===== config.mk =====
export PLATFORM = sky130hd
export DESIGN_NAME = pe_traffic_gen
export DESIGN_NICKNAME = d
export VERILOG_FILES = /design/src/rtl/pe_traffic_gen.sv
export SDC_FILE = /design/constraint.sdc
export NUM_CORES = 1
export LEC_CHECK = 0
export CAP_MARGIN = 20
export CORE_MARGIN = 2
export CORE_UTILIZATION = 45
export DETAILED_ROUTE_END_ITERATION = 6
export PLACE_DENSITY = 0.76
export SLEW_MARGIN = 5
export SYNTH_ARGS = -nofsm -noshare
export SYNTH_HDL_FRONTEND = slang
export SYNTH_SLANG_ARGS = --single-unit

===== constraint.sdc =====
create_clock -name clk -period 21.1 [get_ports clk]
set_clock_uncertainty 0.05 [all_clocks]
set_input_delay 6.33 -clock clk [delete_from_list [all_inputs] [get_ports clk]]
set_output_delay 6.33 -clock clk [all_outputs]
set_load 0.02 [all_outputs]

===== src/rtl/pe_traffic_gen.sv =====
`default_nettype none
// ============================================================================
//  Module   : pe_traffic_gen
//  Brief    : NoC processing-element traffic endpoint. Injects timestamped
//             packets with a selectable destination pattern and Bernoulli rate,
//             and sinks packets while accumulating latency statistics.
//  Revision : 1.0 - initial release
// ============================================================================
module pe_traffic_gen #(
   parameter int          Address      = 0,
   parameter int          AddressWidth = 4,
   parameter int          NumPE        = 16,
   parameter int          DataWidth    = 32,
   parameter int          TotalWidth   = AddressWidth + DataWidth,
   parameter int          CntWidth     = 16,
   parameter logic [15:0] LfsrSeed     = 16'hACE1 ^ 16'(Address)
) (
   input  logic                          clk,
   input  logic                          rst,
   input  logic                          i_enable,
   input  logic [2:0]                    i_pattern,
   input  logic [8:0]                    i_rate,
   input  logic [CntWidth-1:0]           i_pkt_limit,
   input  logic [TotalWidth-1:0]         i_data,
   input  logic                          i_data_valid,
   output logic                          o_data_ready,
   output logic [TotalWidth-1:0]         o_data,
   output logic                          o_data_valid,
   input  logic                          i_data_ready,
   output logic [CntWidth-1:0]           o_sent_cnt,
   output logic [CntWidth-1:0]           o_recv_cnt,
   output logic [DataWidth+CntWidth-1:0] o_lat_sum,
   output logic [DataWidth-1:0]          o_lat_max,
   output logic                          o_done
);

   localparam int                      c_sum_w   = DataWidth + CntWidth;
   localparam logic [AddressWidth-1:0] c_addr    = AddressWidth'(Address);
   localparam logic [AddressWidth-1:0] c_tornado = AddressWidth'((Address + (NumPE + 1) / 2) % NumPE);
   localparam logic [AddressWidth-1:0] c_neigh   = AddressWidth'((Address + 1) % NumPE);
   localparam logic [15:0]             c_taps    = 16'hB400;

   typedef enum logic [1:0] {
      S_IDLE = 2'd0,
      S_GEN  = 2'd1,
      S_WAIT = 2'd2,
      S_DONE = 2'd3
   } state_t;

   state_t                  r_state;
   state_t                  w_state_nxt;
   logic [DataWidth-1:0]    r_ts;
   logic [15:0]             r_lfsr;
   logic [TotalWidth-1:0]   r_data;
   logic                    r_valid;
   logic [CntWidth-1:0]     r_sent_cnt;
   logic                    r_done;
   logic [CntWidth-1:0]     r_recv_cnt;
   logic [c_sum_w-1:0]      r_lat_sum;
   logic [DataWidth-1:0]    r_lat_max;

   logic                    w_start;
   logic                    w_load;
   logic                    w_accept;
   logic                    w_finish;
   logic                    w_fire;
   logic [CntWidth-1:0]     w_sent_inc;
   logic                    w_limit_hit;
   logic [AddressWidth-1:0] w_dest;
   logic [AddressWidth-1:0] w_dest_rev;
   logic [AddressWidth-1:0] w_dest_rot;
   logic [AddressWidth-1:0] w_dest_trn;
   logic [DataWidth-1:0]    w_latency;
   logic [CntWidth-1:0]     w_recv_base;
   logic [c_sum_w-1:0]      w_sum_base;
   logic [DataWidth-1:0]    w_max_base;
   logic [CntWidth-1:0]     w_recv_nxt;
   logic [c_sum_w:0]        w_sum_ext;
   logic [c_sum_w-1:0]      w_sum_nxt;
   logic [DataWidth-1:0]    w_max_nxt;
   logic                    w_unused_rx_dest;

   // Bit permutations of the fixed node address
   for (genvar j = 0; j < AddressWidth; j++) begin : g_perm
      assign w_dest_rev[j] = c_addr[AddressWidth-1-j];
      assign w_dest_rot[j] = c_addr[(j + 1) % AddressWidth];
      assign w_dest_trn[j] = c_addr[(j + AddressWidth / 2) % AddressWidth];
   end

   always_comb begin
      w_dest = c_neigh;
      case (i_pattern)
         3'd0:    w_dest = r_lfsr[AddressWidth-1:0];
         3'd1:    w_dest = ~c_addr;
         3'd2:    w_dest = w_dest_rev;
         3'd3:    w_dest = w_dest_rot;
         3'd4:    w_dest = w_dest_trn;
         3'd5:    w_dest = c_tornado;
         default: w_dest = c_neigh;
      endcase
   end

   assign w_fire      = {1'b0, r_lfsr[7:0]} < i_rate;
   assign w_sent_inc  = r_sent_cnt + 1'b1;
   assign w_limit_hit = (i_pkt_limit != '0) && (w_sent_inc == i_pkt_limit);

   always_ff @(posedge clk or posedge rst) begin
      if (rst) r_state <= S_IDLE;
      else     r_state <= w_state_nxt;
   end

   always_comb begin
      w_state_nxt = r_state;
      w_start     = 1'b0;
      w_load      = 1'b0;
      w_accept    = 1'b0;
      w_finish    = 1'b0;
      case (r_state)
         S_IDLE: begin
            if (i_enable) begin
               w_start     = 1'b1;
               w_state_nxt = S_GEN;
            end
         end
         S_GEN: begin
            if (!i_enable) begin
               w_state_nxt = S_IDLE;
            end else if (w_fire) begin
               w_load      = 1'b1;
               w_state_nxt = S_WAIT;
            end
         end
         S_WAIT: begin
            // The enable request is only honoured once the flit is accepted
            if (i_data_ready) begin
               w_accept = 1'b1;
               if (w_limit_hit) begin
                  w_finish    = 1'b1;
                  w_state_nxt = S_DONE;
               end else if (!i_enable) begin
                  w_state_nxt = S_IDLE;
               end else begin
                  w_state_nxt = S_GEN;
               end
            end
         end
         S_DONE: begin
            if (!i_enable) w_state_nxt = S_IDLE;
         end
         default: w_state_nxt = S_IDLE;
      endcase
   end

   always_ff @(posedge clk or posedge rst) begin
      if (rst) begin
         r_ts       <= '0;
         r_lfsr     <= LfsrSeed;
         r_data     <= '0;
         r_valid    <= 1'b0;
         r_sent_cnt <= '0;
         r_done     <= 1'b0;
      end else begin
         r_ts <= r_ts + 1'b1;
         if (r_state == S_GEN) begin
            r_lfsr <= (r_lfsr >> 1) ^ (r_lfsr[0] ? c_taps : 16'h0000);
         end
         if (w_load) begin
            r_data  <= {w_dest, r_ts};
            r_valid <= 1'b1;
         end else if (w_accept) begin
            r_valid <= 1'b0;
         end
         if (w_start)       r_sent_cnt <= '0;
         else if (w_accept) r_sent_cnt <= w_sent_inc;
         if (w_start)       r_done <= 1'b0;
         else if (w_finish) r_done <= 1'b1;
      end
   end

   // Sink: a receive on the start edge counts against freshly cleared stats
   assign w_latency        = r_ts - i_data[DataWidth-1:0];
   assign w_unused_rx_dest = ^i_data[TotalWidth-1:DataWidth];

   always_comb begin
      w_recv_base = w_start ? '0 : r_recv_cnt;
      w_sum_base  = w_start ? '0 : r_lat_sum;
      w_max_base  = w_start ? '0 : r_lat_max;
      w_recv_nxt  = (&w_recv_base) ? w_recv_base : w_recv_base + 1'b1;
      w_sum_ext   = {1'b0, w_sum_base} + {{(CntWidth + 1){1'b0}}, w_latency};
      w_sum_nxt   = w_sum_ext[c_sum_w] ? {c_sum_w{1'b1}} : w_sum_ext[c_sum_w-1:0];
      w_max_nxt   = (w_latency > w_max_base) ? w_latency : w_max_base;
   end

   always_ff @(posedge clk or posedge rst) begin
      if (rst) begin
         r_recv_cnt <= '0;
         r_lat_sum  <= '0;
         r_lat_max  <= '0;
      end else if (i_data_valid) begin
         r_recv_cnt <= w_recv_nxt;
         r_lat_sum  <= w_sum_nxt;
         r_lat_max  <= w_max_nxt;
      end else if (w_start) begin
         r_recv_cnt <= '0;
         r_lat_sum  <= '0;
         r_lat_max  <= '0;
      end
   end

   assign o_data_ready = 1'b1;
   assign o_data       = r_data;
   assign o_data_valid = r_valid;
   assign o_sent_cnt   = r_sent_cnt;
   assign o_recv_cnt   = r_recv_cnt;
   assign o_lat_sum    = r_lat_sum;
   assign o_lat_max    = r_lat_max;
   assign o_done       = r_done;

endmodule
`default_nettype wire


==> metrics.md <==
| Metric | Value |
|---|---|
| Cell Pwr Density | `95.26 nW/um^2` |
| Clk sinks | `200` |
| Synthesized area per cell | `9.159 sq um` |
| Worst Path Arrival | `12.65 ns` |
| RSZ-0062 raised after global routing | `no` |
| Slew Limit Fails | `0` |
| Clock root cell | `clkbuf_16` |
| Slew @ Worst Pin | `1.002 ns` |
| GRT Resource Usage Total | `21.37%` |
| DR DRC count | `0` |
| Sequential element share of the synthesized area | `36.12%` |
| Slew HR | `32.98%` |
| Drt total wl | `34.55 mm` |
| Crit path max fanout | `11` |
| Min-Delay Path Class | `flop to flop` |
| Critical path class | `input port to flop` |
| Post-CTS Resized | `0` |
| Power Total | `1.615 mW` |
| Clock latency on the worst-skew pair | `0.44 ns` |
| Worst hold slack | `0.4322 ns` |
| Period utilisation layout | `58.54%` |
| Vias in the first global route | `11510` |
| Hold path depth | `1` |
| Initial antenna violation count | `0` |
| Hold Buf Count CTS | `0` |
| Most frequent cells in the layout | `clkdlybuf4s50_1 (213), dfrtp_1 (192), nand2_1 (146), nor2_1 (107), inv_1 (100)` |
| Die area | `32280 sq um` |
| Iter 0 DRT Violations | `745` |
| N_diodes | `0` |
| Commonest non-fill, non-tap cell in the layout | `clkdlybuf4s50_1` |
| VDD IR max | `0.00006900 V` |
| Fraction of registers with async set/reset | `100.0%` |
| Area added between synthesis and finish | `22.10%` |
| Mean number of vias per cell | `5.500` |
| Core ar. | `30510 sq um` |
| Die X-Extent | `179.7 um` |
| CP max stage delay | `0.57 ns` |
| Distinct cells, synth | `93` |
| Slowest cell on the critical path | `o311ai_2` |
| R2r worst-path depth | `24` |
| Gr ovfl total | `0` |
| Area after DPL | `16330 sq um` |
| Synthesized area | `13880 sq um` |
| RePlAce Congestion | `0.9056` |
| Global-route wire length before repair | `57.19 mm` |
| Req. time, crit path | `21.40 ns` |
| Inserted Clock Buffers | `17` |
| Yosys Warn Count | `0` |
| CTS tree | `yes` |
| Critical path buffers and inverters | `2` |
| Post-DRT Antenna Nets | `0` |
| Clk pin slew, worst setup/hold paths | `0.08 ns` |
| Setup tns final | `0 ns` |
| Dpl cells | `2077` |
| Critical path, cell by cell | `clkdlybuf4s50_1 > ha_1 > inv_1 > fa_1 > a21o_1 > a31o_1 > a211oi_2 > a21oi_1 > a21oi_1 > o21ai_1 > or4_1 > a31oi_1 > nor2b_1 > o21a_1 > nor2_1 > xnor2_1 > ha_1 > and2_1 > and4_1 > nand2_1 > o311ai_2 > nand2_1 > nand2_1 > a2bb2oi_1` |
| Final setup vio count | `0` |
| Die Y | `179.7 um` |
| Crit path time final | `12.35 ns` |
| Via count | `11600` |
| Final Hold Viols | `0` |
| Dpl hpwl | `26.24 mm` |
| Startpoint types | `input port` |
| CP top delay family | `compound AO/OA/AOI/OAI gates` |
| FP Rows | `64` |
| Syn Nets | `1685` |
| Max Fclk | `80.96 MHz` |
| Post-CTS Setup Bufs | `0` |
| Cell count along the critical path | `24` |
| Synth Register Bits | `200` |
| Most used flip-flop cell after synthesis | `dfrtp_1` |
| Worst Setup End Kind | `flop` |
| P_leak | `7.717 nW` |
| CTS max path bufs | `2` |
| Outcome | `finished clean` |
| Io pins | `220` |
| Cell Count, Final, Fillers Out | `2110` |
| Worst path most repeated cell | `nand2_1` |
| # nets final | `1870` |
| Port buffer count | `214` |
| Largest net degree at the start of global routing | `123` |
| Number of synthesized flops with an enable pin | `0` |
| First-pass detailed-route iteration total | `5` |
| Layout cells sized above 1 | `7.585%` |
| H-tree levels | `4` |
| Fin area | `16950 sq um` |
| Wire length per cell | `16.37 um` |
| Max-cap violation count | `0` |
| Mapped Cells | `1516` |
| Initial Utilization | `45.51%` |
-- layer usage --
layer	global-route usage (%)	vias to the layer above	share of wire [%]
li1	-	5681	-
met1	29.77	5558	48
met4	5.398	0	1.8
met2	34.38	323	45
met3	3.971	42	5.1
met5	0	-	0
-- power breakdown --
part	leakage (nW)	internal, mW	switching, mW
registers	2.59	0.465	0.0516
logic	4.83	0.341	0.420
clock network	0.295	0.170	0.167
total	7.72	0.976	0.638
-- cells by family after synthesis --
kind of cell    Yosys count  share of synthesized area [%]
compound gates          316                          15.43
xor+xnor                150                          9.813
fa+ha+maj               102                          9.273
buf+inv                 158                          4.623
flops                   200                          36.12
mux                      87                          6.903
other cells               1                        0.02701
simple gates            502                          17.82
-- through the flow --
| step | utilization [%] | setup slack [ns] |
|---|---|---|
| 2_1_floorplan | - | 9.279 |
| 3_3_place_gp | 53.52 | 8.372 |
| 3_5_place_dp | 53.52 | 8.355 |
| 4_1_cts | 55.47 | 8.779 |
| 5_1_grt | 55.57 | 8.296 |
| 6_report | 55.57 | 8.749 |
-- registers in the layout, summed over array words and instances (netlist names) --
| register | count |
|---|---|
| o_lat_sum | 48 |
| o_data | 36 |
| o_lat_max | 32 |
| r_ts | 32 |
| o_recv_cnt | 16 |
| o_sent_cnt | 16 |
| r_lfsr | 16 |
| r_state | 2 |
| o_data_valid | 1 |
| o_done | 1 |
-- Yosys cell counts (all sizes together) (29+ instances only) --
cell type,number,area [sq um]
nand2,146,548.0
o21ai,90,450.4
nor2,109,414.2
a21oi,80,407.9
mux2,70,788.3
xor2,53,464.2
inv,101,379.1
clkbuf,35,131.4
xnor2,94,830.8
dfrtp,192,4805
and3,29,181.4
nand4,29,181.4
nand3,47,235.2
ha,98,1226
and2,60,375.4
-- layout make-up --
cell class                      count  area [sq um]
Sequential cell                   200          5015
Timing Repair Buffer              223          2225
Clock inverter                     15         171.4
Multi-Input combinational cell   1158          8234
Fill cell                        2671         13560
Clock buffer                       17         425.4
Inverter                          101         386.6
Tap cell                          396         495.5
-- final timing paths --
check	start	endpoint	slack (ns)
worst max-delay path	i_data[0]	o_lat_sum[19]$_DFF_PP0_	8.75
worst min-delay path	o_data[32]$_DFFE_PP0P_	o_data[32]$_DFFE_PP0P_	0.43
worst max register to register	r_ts[0]$_DFF_PP0_	o_lat_sum[19]$_DFF_PP0_	14.55
worst min register to register	o_data[32]$_DFFE_PP0P_	o_data[32]$_DFFE_PP0P_	0.43
max in group asynchronous	rst	o_data[20]$_DFFE_PP0P_	13.45
min in group asynchronous	rst	o_data_valid$_DFFE_PP0P_	6.42
Power figures use the tool's default switching activity.
